<file path="src/rtl/fifo_reader_pkg.sv">
// fifo_reader_pkg: shared FSM state type, default widths and output-queue
// helpers for the fifo_reader slice.
package fifo_reader_pkg;

    localparam int DEFAULT_PIX_WIDTH  = 16;
    localparam int DEFAULT_MEM_LENGTH = 8;
    localparam int QUEUE_DEPTH        = 2;

    typedef enum logic [1:0] {
        ST_IDLE     = 2'd0,
        ST_REQ      = 2'd1,
        ST_WAIT_ACK = 2'd2
    } state_e;

    // Free entries left in the 2-deep output queue for a given occupancy.
    function automatic logic [1:0] slots_free(input logic [1:0] occupancy);
        return 2'(QUEUE_DEPTH) - occupancy;
    endfunction

endpackage

</file>
<file path="src/rtl/fifo_reader_skid.sv">
// fifo_reader_skid: 2-entry first-in first-out output queue. The head entry
// drives the downstream data port; the tail holds the second pixel.
module fifo_reader_skid
    import fifo_reader_pkg::*;
#(
    parameter int PIX_WIDTH = DEFAULT_PIX_WIDTH
) (
    input  logic                 clk,
    input  logic                 reset,
    input  logic                 push,
    input  logic [PIX_WIDTH-1:0] push_data,
    input  logic                 pop_ready,
    output logic [PIX_WIDTH-1:0] head_data,
    output logic                 head_valid,
    output logic [1:0]           occupancy
);

    logic [PIX_WIDTH-1:0] head_q, head_d;
    logic [PIX_WIDTH-1:0] tail_q, tail_d;
    logic [1:0]           occ_q, occ_d;
    logic                 pop;
    logic                 push_ok;

    // Next-state of the two entries; a push into a full queue is only taken
    // when a pop frees the head in the same cycle.
    always_comb begin
        pop     = pop_ready && (occ_q != 2'd0);
        push_ok = push && ((occ_q < 2'd2) || pop);
        head_d  = head_q;
        tail_d  = tail_q;
        occ_d   = occ_q;
        case (occ_q)
            2'd0: begin
                if (push_ok) begin
                    head_d = push_data;
                    occ_d  = 2'd1;
                end
            end
            2'd1: begin
                case ({push_ok, pop})
                    2'b11: head_d = push_data;
                    2'b10: begin
                        tail_d = push_data;
                        occ_d  = 2'd2;
                    end
                    2'b01: occ_d = 2'd0;
                    default: ;
                endcase
            end
            default: begin
                if (pop) begin
                    head_d = tail_q;
                    if (push_ok) begin
                        tail_d = push_data;
                    end else begin
                        occ_d = 2'd1;
                    end
                end
            end
        endcase
    end

    // Queue registers; reset empties the queue and zeroes the visible head.
    always_ff @(posedge clk) begin
        if (reset) begin
            head_q <= '0;
            tail_q <= '0;
            occ_q  <= '0;
        end else begin
            head_q <= head_d;
            tail_q <= tail_d;
            occ_q  <= occ_d;
        end
    end

    assign head_data  = head_q;
    assign head_valid = (occ_q != 2'd0);
    assign occupancy  = occ_q;

endmodule

</file>
<file path="src/rtl/fifo_reader.sv">
// fifo_reader: pulls pixels from an upstream FIFO with a req/ack handshake
// (one request outstanding at a time) and hands them downstream through a
// 2-entry valid/ready queue. Build option FIFO_READER_TIMEOUT_EN adds a
// WAIT_ACK watchdog with a sticky timeout flag.
module fifo_reader
    import fifo_reader_pkg::*;
#(
    parameter int PIX_WIDTH      = DEFAULT_PIX_WIDTH,
    parameter int MEM_LENGTH     = DEFAULT_MEM_LENGTH,
    parameter int TIMEOUT_CYCLES = 64
) (
    input  logic                  clk,
    input  logic                  reset,
    input  logic [MEM_LENGTH-1:0] fill,
    input  logic [PIX_WIDTH-1:0]  pix_in,
    input  logic                  ack_in,
    output logic                  req_out,
    output logic [PIX_WIDTH-1:0]  pix_out,
    output logic                  valid_out,
    input  logic                  ready_in,
    output logic [15:0]           pix_count,
    output logic                  timeout
);

    if ((TIMEOUT_CYCLES < 2) || (TIMEOUT_CYCLES > 65535)) begin : g_bad_timeout
        $error("fifo_reader: TIMEOUT_CYCLES must be within 2..65535");
    end

    state_e      state_q, state_d;
    logic        req_q, req_d;
    logic [15:0] count_q, count_d;
    logic        capture;
    logic [1:0]  occupancy;

`ifdef FIFO_READER_TIMEOUT_EN
    localparam logic [15:0] TIMEOUT_LAST = 16'(TIMEOUT_CYCLES - 1);
    logic [15:0] wait_cnt_q, wait_cnt_d;
    logic        timeout_q, timeout_d;
`endif

    fifo_reader_skid #(
        .PIX_WIDTH(PIX_WIDTH)
    ) u_skid (
        .clk       (clk),
        .reset     (reset),
        .push      (capture),
        .push_data (pix_in),
        .pop_ready (ready_in),
        .head_data (pix_out),
        .head_valid(valid_out),
        .occupancy (occupancy)
    );

    // Request FSM next state; acks outside a request are dropped, and the
    // request line is a registered copy of "next state is not IDLE".
    always_comb begin
        capture = ack_in && (state_q != ST_IDLE);
        state_d = state_q;
`ifdef FIFO_READER_TIMEOUT_EN
        wait_cnt_d = wait_cnt_q;
        timeout_d  = timeout_q;
`endif
        case (state_q)
            ST_IDLE: begin
                if ((fill != '0) && (slots_free(occupancy) >= 2'd1)) begin
                    state_d = ST_REQ;
                end
            end
            ST_REQ: begin
                state_d = capture ? ST_IDLE : ST_WAIT_ACK;
`ifdef FIFO_READER_TIMEOUT_EN
                wait_cnt_d = '0;
`endif
            end
            ST_WAIT_ACK: begin
                if (capture) begin
                    state_d = ST_IDLE;
                end
`ifdef FIFO_READER_TIMEOUT_EN
                else if (wait_cnt_q == TIMEOUT_LAST) begin
                    state_d   = ST_IDLE;
                    timeout_d = 1'b1;
                end else begin
                    wait_cnt_d = wait_cnt_q + 16'd1;
                end
`endif
            end
            default: state_d = ST_IDLE;
        endcase
        req_d   = (state_d != ST_IDLE);
        count_d = count_q + 16'(valid_out && ready_in);
    end

    // FSM, request output and delivered-pixel counter registers.
    always_ff @(posedge clk) begin
        if (reset) begin
            state_q <= ST_IDLE;
            req_q   <= 1'b0;
            count_q <= '0;
`ifdef FIFO_READER_TIMEOUT_EN
            wait_cnt_q <= '0;
            timeout_q  <= 1'b0;
`endif
        end else begin
            state_q <= state_d;
            req_q   <= req_d;
            count_q <= count_d;
`ifdef FIFO_READER_TIMEOUT_EN
            wait_cnt_q <= wait_cnt_d;
            timeout_q  <= timeout_d;
`endif
        end
    end

    assign req_out   = req_q;
    assign pix_count = count_q;
`ifdef FIFO_READER_TIMEOUT_EN
    assign timeout = timeout_q;
`else
    assign timeout = 1'b0;
`endif

endmodule

</file>
<file path="config.mk">
export PLATFORM = sky130hd
export DESIGN_NAME = fifo_reader
export DESIGN_NICKNAME = d
export VERILOG_FILES = /design/src/rtl/fifo_reader_pkg.sv /design/src/rtl/fifo_reader_skid.sv /design/src/rtl/fifo_reader.sv
export SDC_FILE = /design/constraint.sdc
export NUM_CORES = 1
export LEC_CHECK = 0
export CORE_MARGIN = 2
export CORE_UTILIZATION = 40
export DETAILED_ROUTE_END_ITERATION = 8
export HOLD_SLACK_MARGIN = 0.05
export PLACE_DENSITY = 0.67
export SLEW_MARGIN = 25
export SYNTH_ARGS = -nofsm -noshare
export SYNTH_HDL_FRONTEND = slang
export SYNTH_SLANG_ARGS = --single-unit
</file>
<file path="constraint.sdc">
create_clock -name clk -period 1.9 [get_ports clk]
set_clock_uncertainty 0.1 [all_clocks]
set_input_delay 0.38 -clock clk [delete_from_list [all_inputs] [get_ports clk]]
set_output_delay 0.38 -clock clk [all_outputs]
set_load 0.02 [all_outputs]
</file>
==> impl_metrics.csv, run 1 <==
group,metric,value,unit
layout,most_common_library_cell_in_the_layout_ignoring_fill_and_taps,"clkdlybuf4s50_1",
worst_setup_path,critical_path_depth,1,
die,core,5440,sq um
layout,post_route_cells_drive_above_1_share,11.9,%
place,place_congestion,0.754,
global_routing,aggregate_global_route_resource_usage,15.7,%
synthesis,synth_enable_flop_cells,0,
synthesis,synthesized_area_per_cell,9.54,sq um
detailed_routing,drt-vias-per-instance,4.92,
synthesis,post_synthesis_cell_type_count,32,
worst_setup_path,critPathMaxFanout,5,
cts,cts-root-to-sink-buffers,2,
die,fp.dieW,78.4,microns
layout,multiInputGateArea,1080,sq um
pwr,p_total,2.24,mW
synthesis,synth.cell_area,2210,sq um
hold_path,holdPathStages,2,
synthesis,postSynth.asyncResetShare,0,%
die,pin_count,63,
timing,fmax,0.540,GHz
place,numPortBuffers,61,
cts,clock_sink_count,53,
synthesis,synth-seq-cells,53,
hold_path,worst_hold_startpoint,"reset",
timing,timing.final.crit_period,1850,ps
layout,layout.filler_cells,524,
cts,post_cts_hold_buffer_count,0,
global_routing,grt_antenna_before_repair,0,
worst_setup_path,worstSetupStartpointType,"register",
global_routing,grt_pass1_vias,1750,
worst_setup_path,critical_path_required,1420,ps
layout,sequential_area,1060,sq um
worst_setup_path,slowest_stage,"clkdlybuf4s50_1",
pwr,power.ir.vdd_worst,0.401,mV
run_status,result_of_the_run,"finished, final reports clean",
cts,root_buffer,"clkbuf_8",
layout,stdcell_area,3140,sq um
pwr,power-per-cell-area,714,nW/um^2
synthesis,synth_top_cells_by_area,"dfxtp_1 (48%), mux2i_1 (14%), nor2_1 (7.8%), a211oi_1 (5.8%), xnor2_1 (3.6%)",
die,die_height,78.4,microns
worst_setup_path,timing.rr.start,"u_skid.occupancy[0]",
layout,utilization,57.7,%
detailed_routing,drtIter0Drc,61,
global_routing,globalRouteOverflowTotal,0,
cts,cts_tree,"built",
global_routing,grt_start_max_net_pins,33,
timing,final.setup.tns,0,ps
worst_setup_path,crit_type,"reg -> out",
layout,layout.nets,332,
die,initial_core_util,40.7,%
layout,area_added_between_synthesis_and_finish,41.9,%
detailed_routing,route.vias.total,1844,
detailed_routing,drt_drc_violations_left,0,
layout,inserted_diodes,0,
timing,final_hold_viol_count,0,
detailed_routing,dr.pass1.iters,4,
hold_path,hold_path_class,"in -> reg",
timing,slew_violations,0,
timing,finalSetupViolations,0,
worst_setup_path,r2r_cells,8,
place,dpl_cell_area,2960,sq um
timing,share_of_the_clock_period_used_by_the_worst_path,97.5,%
die,fp_rows,27,
place,place_hpwl,3190,microns
global_routing,grtUsageMet1,19.7,%
synthesis,post-synth-top-area-cell,"dfxtp_1",
layout,final_cell_mix,"clkdlybuf4s50_1 (56), dfxtp_1 (51), nor2_1 (46)",
cts,cts_made_buffers,5,
cts,clkLatencyLatePin,300,ps
synthesis,synth_ff_type,"dfxtp_1",
worst_setup_path,critical_path_cell_list,"clkdlybuf4s50_1",
synthesis,synth_top_area_share,48.0,%
detailed_routing,final_antenna_net_count,0,
synthesis,mappedNetlistNets,262,
global_routing,use_met2,25.8,%
global_routing,grt-busiest-layer,"met2",
worst_setup_path,setup.worst_path.end_class,"primary output",
detailed_routing,detail_route.wirelength,4560,microns
synthesis,seq_area_frac_synth,48.0,%
cts,clk_pin_slew,90,ps
worst_setup_path,slowest_delay,640,ps
flow_run,maxCapViolCount,0,
synthesis,postSynthCellCount,232,
global_routing,first_pass_grt_wire_length,7670,microns
die,floorplan.die_area,6140,sq um
pwr,total_leakage_power,1.10,nW
synthesis,synth_warnings,0,
worst_setup_path,family_of_cells_with_the_greatest_summed_delay_on_the_critical_path,"buffers and inverters",
worst_setup_path,critical_path_buf_inv_count,1,
detailed_routing,drt-wirelength-per-cell,12.2,microns
worst_setup_path,critPathLaunch,"pix_count[2]",
cts,cts_htree_levels,2,
worst_setup_path,arrival,1370,ps
global_routing,gr-usage-met3,4.25,%
## power by group
part           switching (mW)  internal, mW
combinational           0.172         0.198
sequential             0.0267          1.16
clock                   0.355         0.330
## synth_stat cells, types with 2 or more instances
cell type   n
dfxtp_1    53
nor2_1     46
mux2i_1    32
a211oi_1   17
xnor2_1     9
clkbuf_1    8
nand3_1     7
inv_1       6
nor3_1      6
a21oi_1     5
nand2_1     4
nor4_1      4
or3_1       4
buf_2       3
nand4_1     3
nor2b_1     3
o21ai_0     3
xor2_1      3
buf_4       2
ha_1        2
## layer usage
metal  routed length [microns]  share of wire [%]  vias to the layer above
met4                        68                1.5                        0
met1                      2110                 46                      847
met2                      2150                 47                       37
li1                          -                  -                      953
met5                         0                  0                        -
met3                       226                5.0                        7
## timing repair
action                     in CTS  in global routing
setup endpoints to repair      19                  7
setup buffers                   1                  0
resized for setup               4                  8
cloned                          1                  0
## stage by stage
stage	hold slack [ps]	setup slack, ps	cells
4_1_cts	207	4.60	375
3_3_place_gp	372	-341	365
6_report	217	46.8	375
3_5_place_dp	385	-368	365
5_1_grt	241	-8.08	375
2_1_floorplan	355	174	232
## worst paths after layout
path | to | slack [ps]
max | pix_count[2] | 50
min | state_q[1] | 220
max reg2reg | pix_count[14] | 160
min reg2reg | u_skid.occupancy[0] | 360
## sequential cells by signal, summed over array words and instances (netlist names)
signal / cells
pix_count: 16
req_out: 1
state_q: 2
u_skid.head_data: 16
u_skid.occupancy: 2
u_skid.tail_q: 16
## final cells by class
type / count / share of cell area [%]
Clock buffer: 7 / 3.07
Clock inverter: 1 / 0.159
Inverter: 6 / 0.718
Multi-Input combinational cell: 159 / 34.4
Sequential cell: 53 / 33.9
Tap cell: 72 / 2.87
Timing Repair Buffer: 77 / 24.9
## cells by family after synthesis
| family | count (synthesis) | share of synthesized area (%) |
|---|---|---|
| AND/OR/NAND/NOR | 81 | 16.7 |
| flip-flops | 53 | 48.0 |
| multiplexers | 32 | 14.5 |
| AO/OA/AOI/OAI | 31 | 10.2 |
| buffers and inverters | 20 | 4.64 |
| XOR/XNOR | 12 | 4.75 |
| adder cells (fa/ha/maj) | 2 | 1.13 |
| other | 1 | 0.170 |
Power figures use the tool's default switching activity.
==> run 2: changes to the inputs <==
Settings changed: CTS_BUF_LIST set to sky130_fd_sc_hd__clkbuf_4.
==> impl_metrics.csv, run 2 (synthesized netlist as in run 1, its figures left out) <==
group,metric,value,unit
run_status,result_of_the_run,"finished, final reports clean",
layout,sequential_area,1060,sq um
global_routing,grt_pass1_vias,1721,
timing,fmax,0.549,GHz
cts,cts_htree_levels,2,
cts,clk_pin_slew,130,ps
timing,final.setup.tns,0,ps
die,core,5440,sq um
cts,clock_sink_count,53,
layout,area_added_between_synthesis_and_finish,38.2,%
layout,layout.nets,331,
cts,cts_tree,"built",
cts,root_buffer,"clkbuf_4",
worst_setup_path,critical_path_cell_list,"clkdlybuf4s50_1",
detailed_routing,drt-vias-per-instance,4.84,
worst_setup_path,family_of_cells_with_the_greatest_summed_delay_on_the_critical_path,"buffers and inverters",
detailed_routing,dr.pass1.iters,4,
die,pin_count,63,
die,initial_core_util,40.7,%
worst_setup_path,crit_type,"reg -> out",
detailed_routing,final_antenna_net_count,0,
flow_run,maxCapViolCount,0,
timing,hold-worst-slack,161,ps
place,place_ws,-368,ps
cts,clkLatencyLatePin,360,ps
timing,final_hold_viol_count,0,
place,place_hpwl,3190,microns
worst_setup_path,worstSetupStartpointType,"register",
die,floorplan.die_area,6140,sq um
timing,rsz0062_at_grt,"false",
cts,cts_made_buffers,5,
die,fp.dieW,78.4,microns
layout,most_common_library_cell_in_the_layout_ignoring_fill_and_taps,"dfxtp_1",
place,numPlacedInstances,365,
worst_setup_path,slowest_stage,"clkdlybuf4s50_1",
timing,share_of_the_clock_period_used_by_the_worst_path,95.9,%
pwr,power-per-cell-area,659,nW/um^2
layout,multiInputGateArea,1080,sq um
pwr,power.ir.vdd_worst,0.408,mV
global_routing,first_pass_grt_wire_length,7520,microns
timing,slew_violations,0,
timing,timing.final.crit_period,1820,ps
detailed_routing,drtIter0Drc,47,
detailed_routing,drt-wirelength-per-cell,11.8,microns
global_routing,grtUsageMet1,19.2,%
worst_setup_path,critical_path_required,1420,ps
layout,instances_no_fill,374,
worst_setup_path,critical_path_buf_inv_count,1,
pwr,total_leakage_power,1.19,nW
worst_setup_path,setup.worst_path.end_class,"primary output",
layout,final_cell_mix,"dfxtp_1 (52), nor2_1 (45), clkdlybuf4s50_1 (44)",
detailed_routing,detail_route.wirelength,4410,microns
layout,layout.filler_cells,526,
detailed_routing,drt_drc_violations_left,0,
global_routing,use_met2,25.5,%
worst_setup_path,arrival,1340,ps
worst_setup_path,critPathMaxFanout,2,
global_routing,grt_antenna_before_repair,0,
global_routing,grt-busiest-layer,"met2",
layout,post_route_cells_drive_above_1_share,10.9,%
timing,setup_slack,78.1,ps
worst_setup_path,slowest_delay,610,ps
global_routing,gr-usage-met3,4.60,%
layout,inserted_diodes,0,
die,fp_rows,27,
global_routing,grt_start_max_net_pins,33,
cts,cts-root-to-sink-buffers,2,
place,place_congestion,0.754,
global_routing,aggregate_global_route_resource_usage,15.3,%
place,numPortBuffers,61,
hold_path,hold_path_class,"in -> reg",
detailed_routing,route.vias.total,1810,
global_routing,globalRouteOverflowTotal,0,
timing,finalSetupViolations,0,
die,die_height,78.4,microns
==> run 2: cell types whose count changed in the layout (fill, tap and decap cells not counted), sizes merged <==
| cell | previous run | this run |
|---|---|---|
| clkinv | 1 | 3 |
| clkbuf | 7 | 5 |
| dlymetal6s2s | 2 | 8 |
| bufbuf | 1 | 0 |
| clkdlybuf4s50 | 56 | 44 |
| dlygate4sd2 | 2 | 8 |
==> run 2: stage by stage <==
stage | utilization, % | instance area (sq um) | power (mW)
3_5_place_dp | 54.5 | 2960 | 1.58
3_3_place_gp | 54.5 | 2960 | 1.58
5_1_grt | 56.2 | 3060 | 2.13
6_report | 56.2 | 3060 | 2.01
4_1_cts | 55.2 | 3000 | 2.05
2_1_floorplan | - | 2210 | 1.40
==> run 2: repair_timing <==
action | CTS | global route
resized for setup | 8 | 15
buffers inserted | 0 | 1
pin swaps | 0 | 2
hold buffers | 0 | 0
endpoints found under the hold margin | 0 | 0
endpoints found under the setup margin | 8 | 20
==> run 2: area by class of cell <==
| type | instances | area share (%) |
|---|---|---|
| clock buffers | 5 | 1.23 |
| flip-flops and latches | 53 | 34.8 |
| well taps | 72 | 2.95 |
| clock inverters | 3 | 0.409 |
| inverters | 6 | 0.737 |
| repair buffers | 76 | 24.6 |
| multi-input cells | 159 | 35.3 |
==> run 2: final timing paths <==
path	cells after the start	start	slack, ps	to
worst max-delay path	1	pix_count[0]	80	pix_count[0]
worst min-delay path	2	reset	160	state_q[1]
worst max register to register	8	u_skid.occupancy[1]	160	pix_count[9]
worst min register to register	1	u_skid.occupancy[0]	380	u_skid.occupancy[0]
==> run 2: worst reg2reg max path, stage by stage (launching register included) <==
cell and delay, ps:
dfxtp_1 410, nor2_2 60, nor2b_2 100, ha_2 190, nand4_1 220, buf_4 210, nor3_1 170, xnor2_1 150
nor2_1 50
==> run 2: metal layers <==
metal	wire length [microns]	vias to the layer above
li1	-	942
met1	2110	826
met2	2030	38
met3	227	4
met4	40	0
met5	0	-
==> run 2: power by group <==
group / internal, mW / switching [mW] / total, mW
sequential: 1.16 / 0.0270 / 1.19
clock: 0.135 / 0.326 / 0.460
combinational: 0.194 / 0.172 / 0.365
